### src/rtl/xor_parity_acc.sv
// xor_parity_acc: accumulates a column-wise XOR, a saturating word count and
// an overflow flag over a frame of words, then presents one registered result
// that is held until the consumer takes it.
//
// Handshakes: a transfer happens on a rising edge where valid and ready are
// both 1. Input words are accepted only in IDLE/ACCUM. In HOLD the result is
// held until out_ready is seen with out_valid. No input is accepted on the
// edge that hands the result over.
module xor_parity_acc #(
    parameter int WIDTH = 8,
    parameter int CNT_W = 8,
    parameter int ODD   = 0
) (
    input  logic             clk,
    input  logic             rst_n,
    input  logic             in_valid,
    output logic             in_ready,
    input  logic [WIDTH-1:0] in_data,
    input  logic             in_last,
    output logic             out_valid,
    input  logic             out_ready,
    output logic             out_parity,
    output logic [WIDTH-1:0] out_colpar,
    output logic [CNT_W-1:0] out_count,
    output logic             out_ovf,
    output logic [1:0]       dbg_state
);

    typedef enum logic [1:0] {
        IDLE  = 2'd0,
        ACCUM = 2'd1,
        HOLD  = 2'd2
    } state_t;

    localparam logic [CNT_W-1:0] CNT_MAX = '1;
    localparam logic [CNT_W-1:0] CNT_ONE = CNT_W'(1);
    localparam logic             ODD_BIT = (ODD != 0);

    state_t           state;
    logic [WIDTH-1:0] colpar_acc;
    logic [CNT_W-1:0] cnt_acc;
    logic             ovf_acc;

    logic             accept;
    logic             cnt_full;
    logic [WIDTH-1:0] colpar_next;
    logic [CNT_W-1:0] cnt_next;
    logic             ovf_next;

    // Ready depends on state only, so it never combinationally follows in_valid.
    assign in_ready  = (state != HOLD);
    assign dbg_state = state;

    // Values the accumulators take if the word on the bus is accepted.
    always_comb begin
        accept      = in_valid && in_ready;
        cnt_full    = (cnt_acc == CNT_MAX);
        colpar_next = colpar_acc ^ in_data;
        cnt_next    = cnt_full ? cnt_acc : (cnt_acc + CNT_ONE);
        ovf_next    = ovf_acc | cnt_full;
    end

    // Frame FSM, accumulators and registered result outputs.
    always_ff @(posedge clk or negedge rst_n) begin
        if (!rst_n) begin
            state      <= IDLE;
            colpar_acc <= '0;
            cnt_acc    <= '0;
            ovf_acc    <= 1'b0;
            out_valid  <= 1'b0;
            out_parity <= 1'b0;
            out_colpar <= '0;
            out_count  <= '0;
            out_ovf    <= 1'b0;
        end else begin
            case (state)
                IDLE, ACCUM: begin
                    if (accept) begin
                        if (in_last) begin
                            // Result includes the last word; accumulators
                            // restart so the next frame begins clean.
                            out_colpar <= colpar_next;
                            out_parity <= (^colpar_next) ^ ODD_BIT;
                            out_count  <= cnt_next;
                            out_ovf    <= ovf_next;
                            out_valid  <= 1'b1;
                            colpar_acc <= '0;
                            cnt_acc    <= '0;
                            ovf_acc    <= 1'b0;
                            state      <= HOLD;
                        end else begin
                            colpar_acc <= colpar_next;
                            cnt_acc    <= cnt_next;
                            ovf_acc    <= ovf_next;
                            state      <= ACCUM;
                        end
                    end
                end
                HOLD: begin
                    // Data outputs keep their values after the handshake.
                    if (out_ready) begin
                        out_valid <= 1'b0;
                        state     <= IDLE;
                    end
                end
                default: begin
                    state <= IDLE;
                end
            endcase
        end
    end

endmodule

### config.mk
export PLATFORM = sky130hd
export DESIGN_NAME = xor_parity_acc
export DESIGN_NICKNAME = d
export VERILOG_FILES = /design/src/rtl/xor_parity_acc.sv
export SDC_FILE = /design/constraint.sdc
export NUM_CORES = 1
export LEC_CHECK = 0
export BUFFER_PORTS_ARGS = -buffer_cell sky130_fd_sc_hd__buf_2
export CORE_MARGIN = 10
export CORE_UTILIZATION = 45
export CTS_BUF_LIST = sky130_fd_sc_hd__clkbuf_4 sky130_fd_sc_hd__clkbuf_8
export DETAILED_ROUTE_END_ITERATION = 12
export HOLD_SLACK_MARGIN = 0.03
export PLACE_DENSITY_LB_ADDON = 0.25
export RECOVER_POWER = 100
export SETUP_SLACK_MARGIN = 0.15
export SLEW_MARGIN = 20
export SYNTH_ARGS = -nofsm -noshare
export SYNTH_HDL_FRONTEND = slang
export SYNTH_SLANG_ARGS = --single-unit
### constraint.sdc
create_clock -name clk -period 4.77 [get_ports clk]
set_input_delay 0.7155 -clock clk [delete_from_list [all_inputs] [get_ports clk]]
set_output_delay 0.7155 -clock clk [all_outputs]
set_load 0.05 [all_outputs]
==> metrics.sh, run 1 <==
MIN_PATH_TYPE='flip-flop to flip-flop'
DETAILEDPLACEMENTHPWL_UM=2780
NETS=252
YOSYSSEQAREASHARE_PCT=50.9
POWER.LEAKAGE_nW=0.926
CTS_SETUP_BUFFERS=0
END_KIND='flip-flop'
DPL-INSTANCE-AREA_SQ_UM=2050
DRT_PASS1_ITERATIONS=4
CLKPWRFRAC_PCT=20.6
DIE_Y_UM=84.5
ROOT_BUFFER='sky130_fd_sc_hd__clkbuf_8'
SYNTH.CELL_AREA_SQ_UM=1870
NETLIST_TOP_CELLS_AREA='sky130_fd_sc_hd__dfrtp_1 51%, sky130_fd_sc_hd__xnor2_1 7.5%, sky130_fd_sc_hd__nand2_1 6.8%, sky130_fd_sc_hd__o21ai_0 6.4%, sky130_fd_sc_hd__a21oi_1 4.3%'
TIMING.SLEW.HEADROOM_PCT=-31.5
HOLD-PATH-ENDPOINT='out_count[1]'
GLOBAL_ROUTE.OVERFLOW_TOTAL=0
FINCLKSKEW_NS=0.00448
HOLD_VIOLATIONS=0
OUTCOME='complete, but fails checks'
GRT_FIRST_PASS_WIRELENGTH_UM=6670
FAILING_CHECKS='capacitance limit, slew limit'
TIMING.CRITICAL_PATH.FROM='in_valid'
CLK_PIN_SLEW_WORST_PATHS_NS=0.07
TRITONCTS='yes'
AVGROUTEDWIREPERCELL_UM=13.5
CLOCK_PATH_BUFFERS=2
DRV.MAX_CAP_VIOLATION_COUNT=1
CTS_REPAIR_RESIZE_COUNT=0
SYNTH_CELL_TYPE_COUNT=30
FINAL.FILL_COUNT=396
REQUIRED_NS=4.94
STARTING_DENSITY_OF_THE_CORE_PCT=46.7
TIMING.SETUP.CRITICAL_PATH_CLASS='input pin to flip-flop'
NET_SWITCHING_POWER_W=0.000468
TNS_NS=0
REG2REG_DEPTH=3
YS_WARN_COUNT=0
POWER_REPORT.INTERNAL_TOTAL_W=0.000641
POSTSYNTHAREAPERCELL_SQ_UM=9.03
CRITICAL_PATH.MAX_FANOUT=36
DRT-TOTAL-WL_UM=3900
POWER.COMBINATIONAL.FRACTION_PCT=37.7
GRT_MAX_DEGREE=39
AREA_GROWTH_SYN_TO_LAYOUT_PCT=12.7
COREAREA_SQ_UM=4000
SYNTH_LARGEST_TYPE_AREA_FRACTION_PCT=50.9
DIE_WIDTH_UM=84.5
DIE_AREA_SQ_UM=7130
DRT-VIAS-PER-INSTANCE=5.00
INSERTION_DELAY_NS=0.29
POWER_DENSITY_nW_PER_UM2=527
IO_BUFFERS=34
SYNTH-SEQ-CELLS=38
DRC=0
SYNTHESIS.INSTANCES=207
SYN_NETS=221
REGTOREGSTARTPOINT='dbg_state[1]'
FINALSETUPVIOLCOUNT=0
DESIGN.PORTCOUNT=35
HOLD_PATH_DEPTH=2
HTREE_LEVELS=2
CTS-HOLD-FIX-BUFFERS=0
VIAS=1445
WORST_IR_DROP_ON_VDD_uV=227
RRSETUPSLACK_NS=2.39
GP_CONGESTION=0.725
VIAS_IN_THE_FIRST_GLOBAL_ROUTE=1434
FINAL_AREA_SQ_UM=2110
RSZ_0062_RAISED_AFTER_GLOBAL_ROUTING='no'
POWER.SHARE.SWITCHING_PCT=42.2
RR_ENDPOINT='out_count[5]'
DRT_FIRST_ITER_VIOLATIONS=104
CRITPATHLAUNCHTYPE='input pin'
PERIOD_NEEDED_NS=2.54
ANT_NETS=0
DRIVE_GT1_SHARE_PCT=8.37
FLOORPLAN.ROWS=23
TIMING.HOLD.WORST.START='out_count[1]'
WORST-SLEW-PIN-TRANSITION_NS=1.97
SYNTHDOMINANTAREACELLTYPE='sky130_fd_sc_hd__dfrtp_1'
CLOCK-SINKS=38
LAYOUT_WORST_PATH_CYCLE_SHARE_PCT=53.3
FMAX_GHz=0.393
SEQUENTIALPOWERSHARE_PCT=41.7
NUMBER_OF_CTS_INSERTED_BUFFERS=5
ANTENNA_CELLS_INSERTED=0
WORST_EP_ARRIVAL_TIME_NS=2.71
ANTENNA_VIOLATIONS_BEFORE_REPAIR=0
DRV_SLEW=39
GRT.TOTAL_USAGE_PCT=11.3
[per-layer routing]
layer	GRT usage [%]	routed length [um]	vias up
li1	-	-	755
met5	0	0	-
met2	19.3	1930	27
met4	4.49	64	0
met1	12.7	1730	656
met3	3.57	175	7
[cell type report]
class / instances / area (sq um) / area share, %
multi-input combinational: 147 / 813 / 38.6
tap: 50 / 62.6 / 2.97
timing repair buffer: 34 / 139 / 6.60
inverter: 12 / 45.0 / 2.14
clock inverter: 1 / 5.00 / 0.238
sequential: 38 / 951 / 45.2
clock buffer: 7 / 90.1 / 4.28
[stage by stage]
step	hold WS [ns]	instances	worst slack, ns	power [W]	utilization (%)
after floorplan	0.420	207	2.96	0.000803	-
after global placement	0.464	281	2.04	0.000899	51.4
after detailed placement	0.470	281	1.96	0.000910	51.4
after CTS	0.487	289	2.27	0.00114	53.7
after global routing	0.511	289	1.97	0.00119	52.6
final	0.484	289	2.23	0.00111	52.6
[synthesized netlist by cell type, drive strengths merged]
cell type,number
inv,12
mux2,1
nand3,3
o21a,3
nor3,11
ha,1
mux2i,3
nand2,34
nor4,1
a22o,1
xnor2,16
and3,4
a31oi,1
xor2,1
a21o,1
nor2,13
dfrtp,38
a21oi,16
o21ai,31
nor2b,1
nand2b,1
buf,3
o31ai,4
clkbuf,7
[worst max-delay path by stage]
stage                   end  cells past startpoint
2_1_floorplan      in_ready                      1
3_3_place_gp   out_count[5]                      4
3_5_place_dp   out_count[5]                      4
4_1_cts        out_count[5]                      4
5_1_grt        out_count[5]                      4
6_report       out_count[5]                      4
[state kept, by name, indices dropped and copies added (netlist names)]
name / cells
cnt_acc: 8
colpar_acc: 8
out_colpar: 8
out_count: 8
dbg_state: 2
out_ovf: 1
out_parity: 1
out_valid: 1
ovf_acc: 1
[worst max-delay path, cell delays in order]
cell,delay [ns]
sky130_fd_sc_hd__clkbuf_1,0.12
sky130_fd_sc_hd__nor2b_1,0.58
sky130_fd_sc_hd__nand2_1,0.77
sky130_fd_sc_hd__mux2_2,0.51
[cell families after synthesis]
logic type               count (synthesis)  share of synthesized area [%]
AND/OR/NAND/NOR                         68                           16.5
AO/OA/AOI/OAI                           57                           16.9
flip-flops                              38                           50.9
buffers and inverters                   22                           4.95
XOR/XNOR                                17                           7.97
multiplexers                             4                           2.21
adder cells (fa/ha/maj)                  1                          0.669
[power groups by stage]
stage | Clock [W] | Combinational (W) | Sequential [W]
after floorplan | 0 | 0.000185 | 0.000618
after global placement | 0 | 0.000434 | 0.000465
after detailed placement | 0 | 0.000442 | 0.000468
after CTS | 0.000236 | 0.000442 | 0.000461
after global routing | 0.000255 | 0.000457 | 0.000476
final | 0.000229 | 0.000418 | 0.000462
[placed cells by master, fill, tap and decap left out]
cell type                   n
sky130_fd_sc_hd__clkbuf_1  25
sky130_fd_sc_hd__inv_1     12
sky130_fd_sc_hd__nand2_1   34
sky130_fd_sc_hd__o31ai_1    3
sky130_fd_sc_hd__o21a_1     3
sky130_fd_sc_hd__nand2b_1   1
sky130_fd_sc_hd__nand3_2    1
sky130_fd_sc_hd__nand3_1    2
sky130_fd_sc_hd__o31ai_2    1
sky130_fd_sc_hd__o21ai_1    1
sky130_fd_sc_hd__mux2i_1    3
sky130_fd_sc_hd__buf_2      9
sky130_fd_sc_hd__and3_1     4
sky130_fd_sc_hd__nor4_1     1
sky130_fd_sc_hd__nor2b_1    1
sky130_fd_sc_hd__a21o_1     1
sky130_fd_sc_hd__mux2_2     1
sky130_fd_sc_hd__clkbuf_4   1
sky130_fd_sc_hd__o21ai_0   30
sky130_fd_sc_hd__a22o_1     1
sky130_fd_sc_hd__clkbuf_8   6
sky130_fd_sc_hd__dfrtp_1   38
sky130_fd_sc_hd__a31oi_1    1
sky130_fd_sc_hd__clkinv_2   1
sky130_fd_sc_hd__ha_1       1
sky130_fd_sc_hd__nor3_1    11
sky130_fd_sc_hd__xor2_1     1
sky130_fd_sc_hd__nor2_1    13
sky130_fd_sc_hd__a21oi_1   16
sky130_fd_sc_hd__xnor2_1   16
Note: power is estimated with default switching activity, not from simulation.
==> run 2: changes to the inputs <==
==> constraint.sdc (replaced) <==
create_clock -name clk -period 2.6 [get_ports clk]
set_input_delay 0.39 -clock clk [delete_from_list [all_inputs] [get_ports clk]]
set_output_delay 0.39 -clock clk [all_outputs]
set_load 0.05 [all_outputs]
==> metrics.sh, run 2 (synthesized netlist as in run 1, its figures left out) <==
POWER_DENSITY_nW_PER_UM2=960  # +82%
DRT_PASS1_ITERATIONS=4  # unchanged
FINCLKSKEW_NS=0.00288  # -0.00161 ns
RRSETUPSLACK_NS=0.52  # -1.87 ns
CRITICAL_PATH.MAX_FANOUT=12  # -67%
CTS_REPAIR_RESIZE_COUNT=0  # unchanged
ANTENNA_CELLS_INSERTED=0  # unchanged
COREAREA_SQ_UM=4000  # unchanged
TOP_SIGNAL_LAYER_USED='met4'
TIMING.SETUP.CRITICAL_PATH_CLASS='flip-flop to flip-flop'
MIN_PATH_TYPE='input pin to flip-flop'
CRITPATHLAUNCHTYPE='flip-flop'
DRT-TOTAL-WL_UM=3720  # -4.5%
TRITONCTS='yes'
STARTING_DENSITY_OF_THE_CORE_PCT=46.7  # unchanged
WORST_STAGE_DELAY_ON_THE_CRITICAL_PATH_NS=0.47  # -0.30 ns
MET2ROUTEDLENGTH_UM=1730  # -10%
DRIVE_GT1_SHARE_PCT=9.13  # +0.76 points
CLOCK-SINKS=38  # unchanged
LAYOUT.CELLS.MOST_COMMON_LIST='38 x sky130_fd_sc_hd__dfrtp_1, 34 x sky130_fd_sc_hd__nand2_1, 29 x sky130_fd_sc_hd__o21ai_0, 24 x sky130_fd_sc_hd__clkbuf_1'
DRT-VIAS-PER-INSTANCE=4.87  # -2.6%
ROOT_BUFFER='sky130_fd_sc_hd__clkbuf_8'
TIMING.SLEW.HEADROOM_PCT=-33.4  # -1.9 points
AVGROUTEDWIREPERCELL_UM=12.8  # -5.2%
FINALSETUPVIOLCOUNT=0  # unchanged
RSZ_0062_RAISED_AFTER_GLOBAL_ROUTING='no'
CP_CELL_SEQUENCE='ha_1 > and3_1 > and3_1 > o21ai_0 > o21ai_0 > mux2_2'
LAYOUT_WORST_PATH_CYCLE_SHARE_PCT=80.2
GP_CONGESTION=0.754  # +4.0%
GRT_MAX_DEGREE=39  # unchanged
INSERTION_DELAY_NS=0.28  # about the same
WORST-SLEW-PIN-TRANSITION_NS=2.00  # +0.0278 ns
DESIGN.PORTCOUNT=35  # unchanged
CTS-HOLD-FIX-BUFFERS=0  # unchanged
NUMBER_OF_CTS_INSERTED_BUFFERS=5  # unchanged
FINAL_UTIL_PCT=52.9  # +0.28 points
CTS_SETUP_BUFFERS=0  # unchanged
HOLD_SLACK_NS=0.308  # -0.175 ns
CP_SLOWEST_CELL='sky130_fd_sc_hd__dfrtp_1'
FLOORPLAN.ROWS=23  # unchanged
POWER.TOTAL_W=0.00203  # +83%
PLACE.DETAILED.INSTANCES=283  # +0.71%
FINAL.FILL_COUNT=387  # -2.3%
OUTCOME='complete, but fails checks'
CLOCK_PATH_BUFFERS=2  # unchanged
DETAILEDPLACEMENTHPWL_UM=2670  # -3.9%
WORST_EP_ARRIVAL_TIME_NS=2.25  # -0.46 ns
NETS=254  # +0.79%
GLOBAL_ROUTE.OVERFLOW_TOTAL=0  # unchanged
VIAS_IN_THE_FIRST_GLOBAL_ROUTE=1437  # +0.21%
PERIOD_NEEDED_NS=2.08
CLK_PIN_SLEW_WORST_PATHS_NS=0.07  # about the same
DRV.MAX_CAP_VIOLATION_COUNT=1  # unchanged
FMAX_GHz=0.480
REQUIRED_NS=2.77  # -2.17 ns
TNS_NS=0  # unchanged
DIE_Y_UM=84.5  # unchanged
FINISH.CELL_COUNT_WITHOUT_FILLERS=291  # +0.69%
POWER.LEAKAGE_nW=0.936  # +1.1%
END_KIND='flip-flop'
VIAS=1417  # -1.9%
FAILING_CHECKS='capacitance limit, slew limit'
AREA_TAKEN_BY_FLIP_FLOPS_AND_LATCHES_SQ_UM=951  # unchanged
HTREE_LEVELS=2  # unchanged
AREA_GROWTH_SYN_TO_LAYOUT_PCT=13.3
WORST_IR_DROP_ON_VDD_uV=507  # +120%
DRT_FIRST_ITER_VIOLATIONS=75  # -28%
ANTENNA_VIOLATIONS_BEFORE_REPAIR=0  # unchanged
DRV_SLEW=39  # unchanged
DIE_WIDTH_UM=84.5  # unchanged
MULTI_INPUT_COMB_AREA_SQ_UM=808  # -0.62%
DIE_AREA_SQ_UM=7130  # unchanged
GRT_FIRST_PASS_WIRELENGTH_UM=6580  # -1.2%
IO_BUFFERS=34  # unchanged
ANT_NETS=0  # unchanged
ROUTED_LENGTH_ON_MET3_UM=129  # -26%
GRT.TOTAL_USAGE_PCT=10.8  # -0.43 points
DRC=0  # unchanged
HOLD_VIOLATIONS=0  # unchanged
WL_MET1_UM=1820  # +5.3%
LAYOUT_COMMONEST_CELL='sky130_fd_sc_hd__dfrtp_1'
run 2: final cells by class:
type,instances,area share (%)
flip-flops and latches,38,44.9
multi-input cells,147,38.2
repair buffers,36,7.33
clock buffers,7,4.26
well taps,50,2.96
inverters,12,2.13
clock inverters,1,0.236
run 2: power by group:
part | switching [W] | internal (W) | total [W] | leakage [nW]
registers | 0.000118 | 0.000728 | 0.000845 | 0.490
clock network | 0.000194 | 0.000224 | 0.000418 | 0.0517
logic | 0.000543 | 0.000227 | 0.000770 | 0.394
total | 0.000855 | 0.00118 | 0.00203 | 0.936
run 2: final timing paths:
check	start	cells past startpoint	end
max in group asynchronous	rst_n	1	out_ovf
min in group asynchronous	rst_n	1	dbg_state[0]
min reg2reg	out_count[7]	2	out_count[7]
max reg2reg	cnt_acc[0]	6	out_count[5]
min	out_ready	2	out_valid
max	cnt_acc[0]	6	out_count[5]
run 2: through the flow:
stage          area [sq um]  setup slack [ns]
2_1_floorplan          1870             0.935
3_3_place_gp           2070             0.765
3_5_place_dp           2070             0.770
4_1_cts                2160             0.744
5_1_grt                2120             0.313
6_report               2120             0.516
run 2: routing by layer:
| metal | up-vias | GRT usage [%] |
|---|---|---|
| met5 | - | 0 |
| met4 | 0 | 4.19 |
| met3 | 4 | 2.71 |
| met2 | 18 | 18.0 |
| met1 | 634 | 13.1 |
| li1 | 761 | - |
run 2: critical path, delay by kind of cell (launching register included):
family	cells	cell delay, ns
DFF	1	0.47
adders and majority gates	1	0.30
AOI/OAI and AO/OA	2	0.38
and+or+nand+nor	2	0.57
muxes	1	0.27
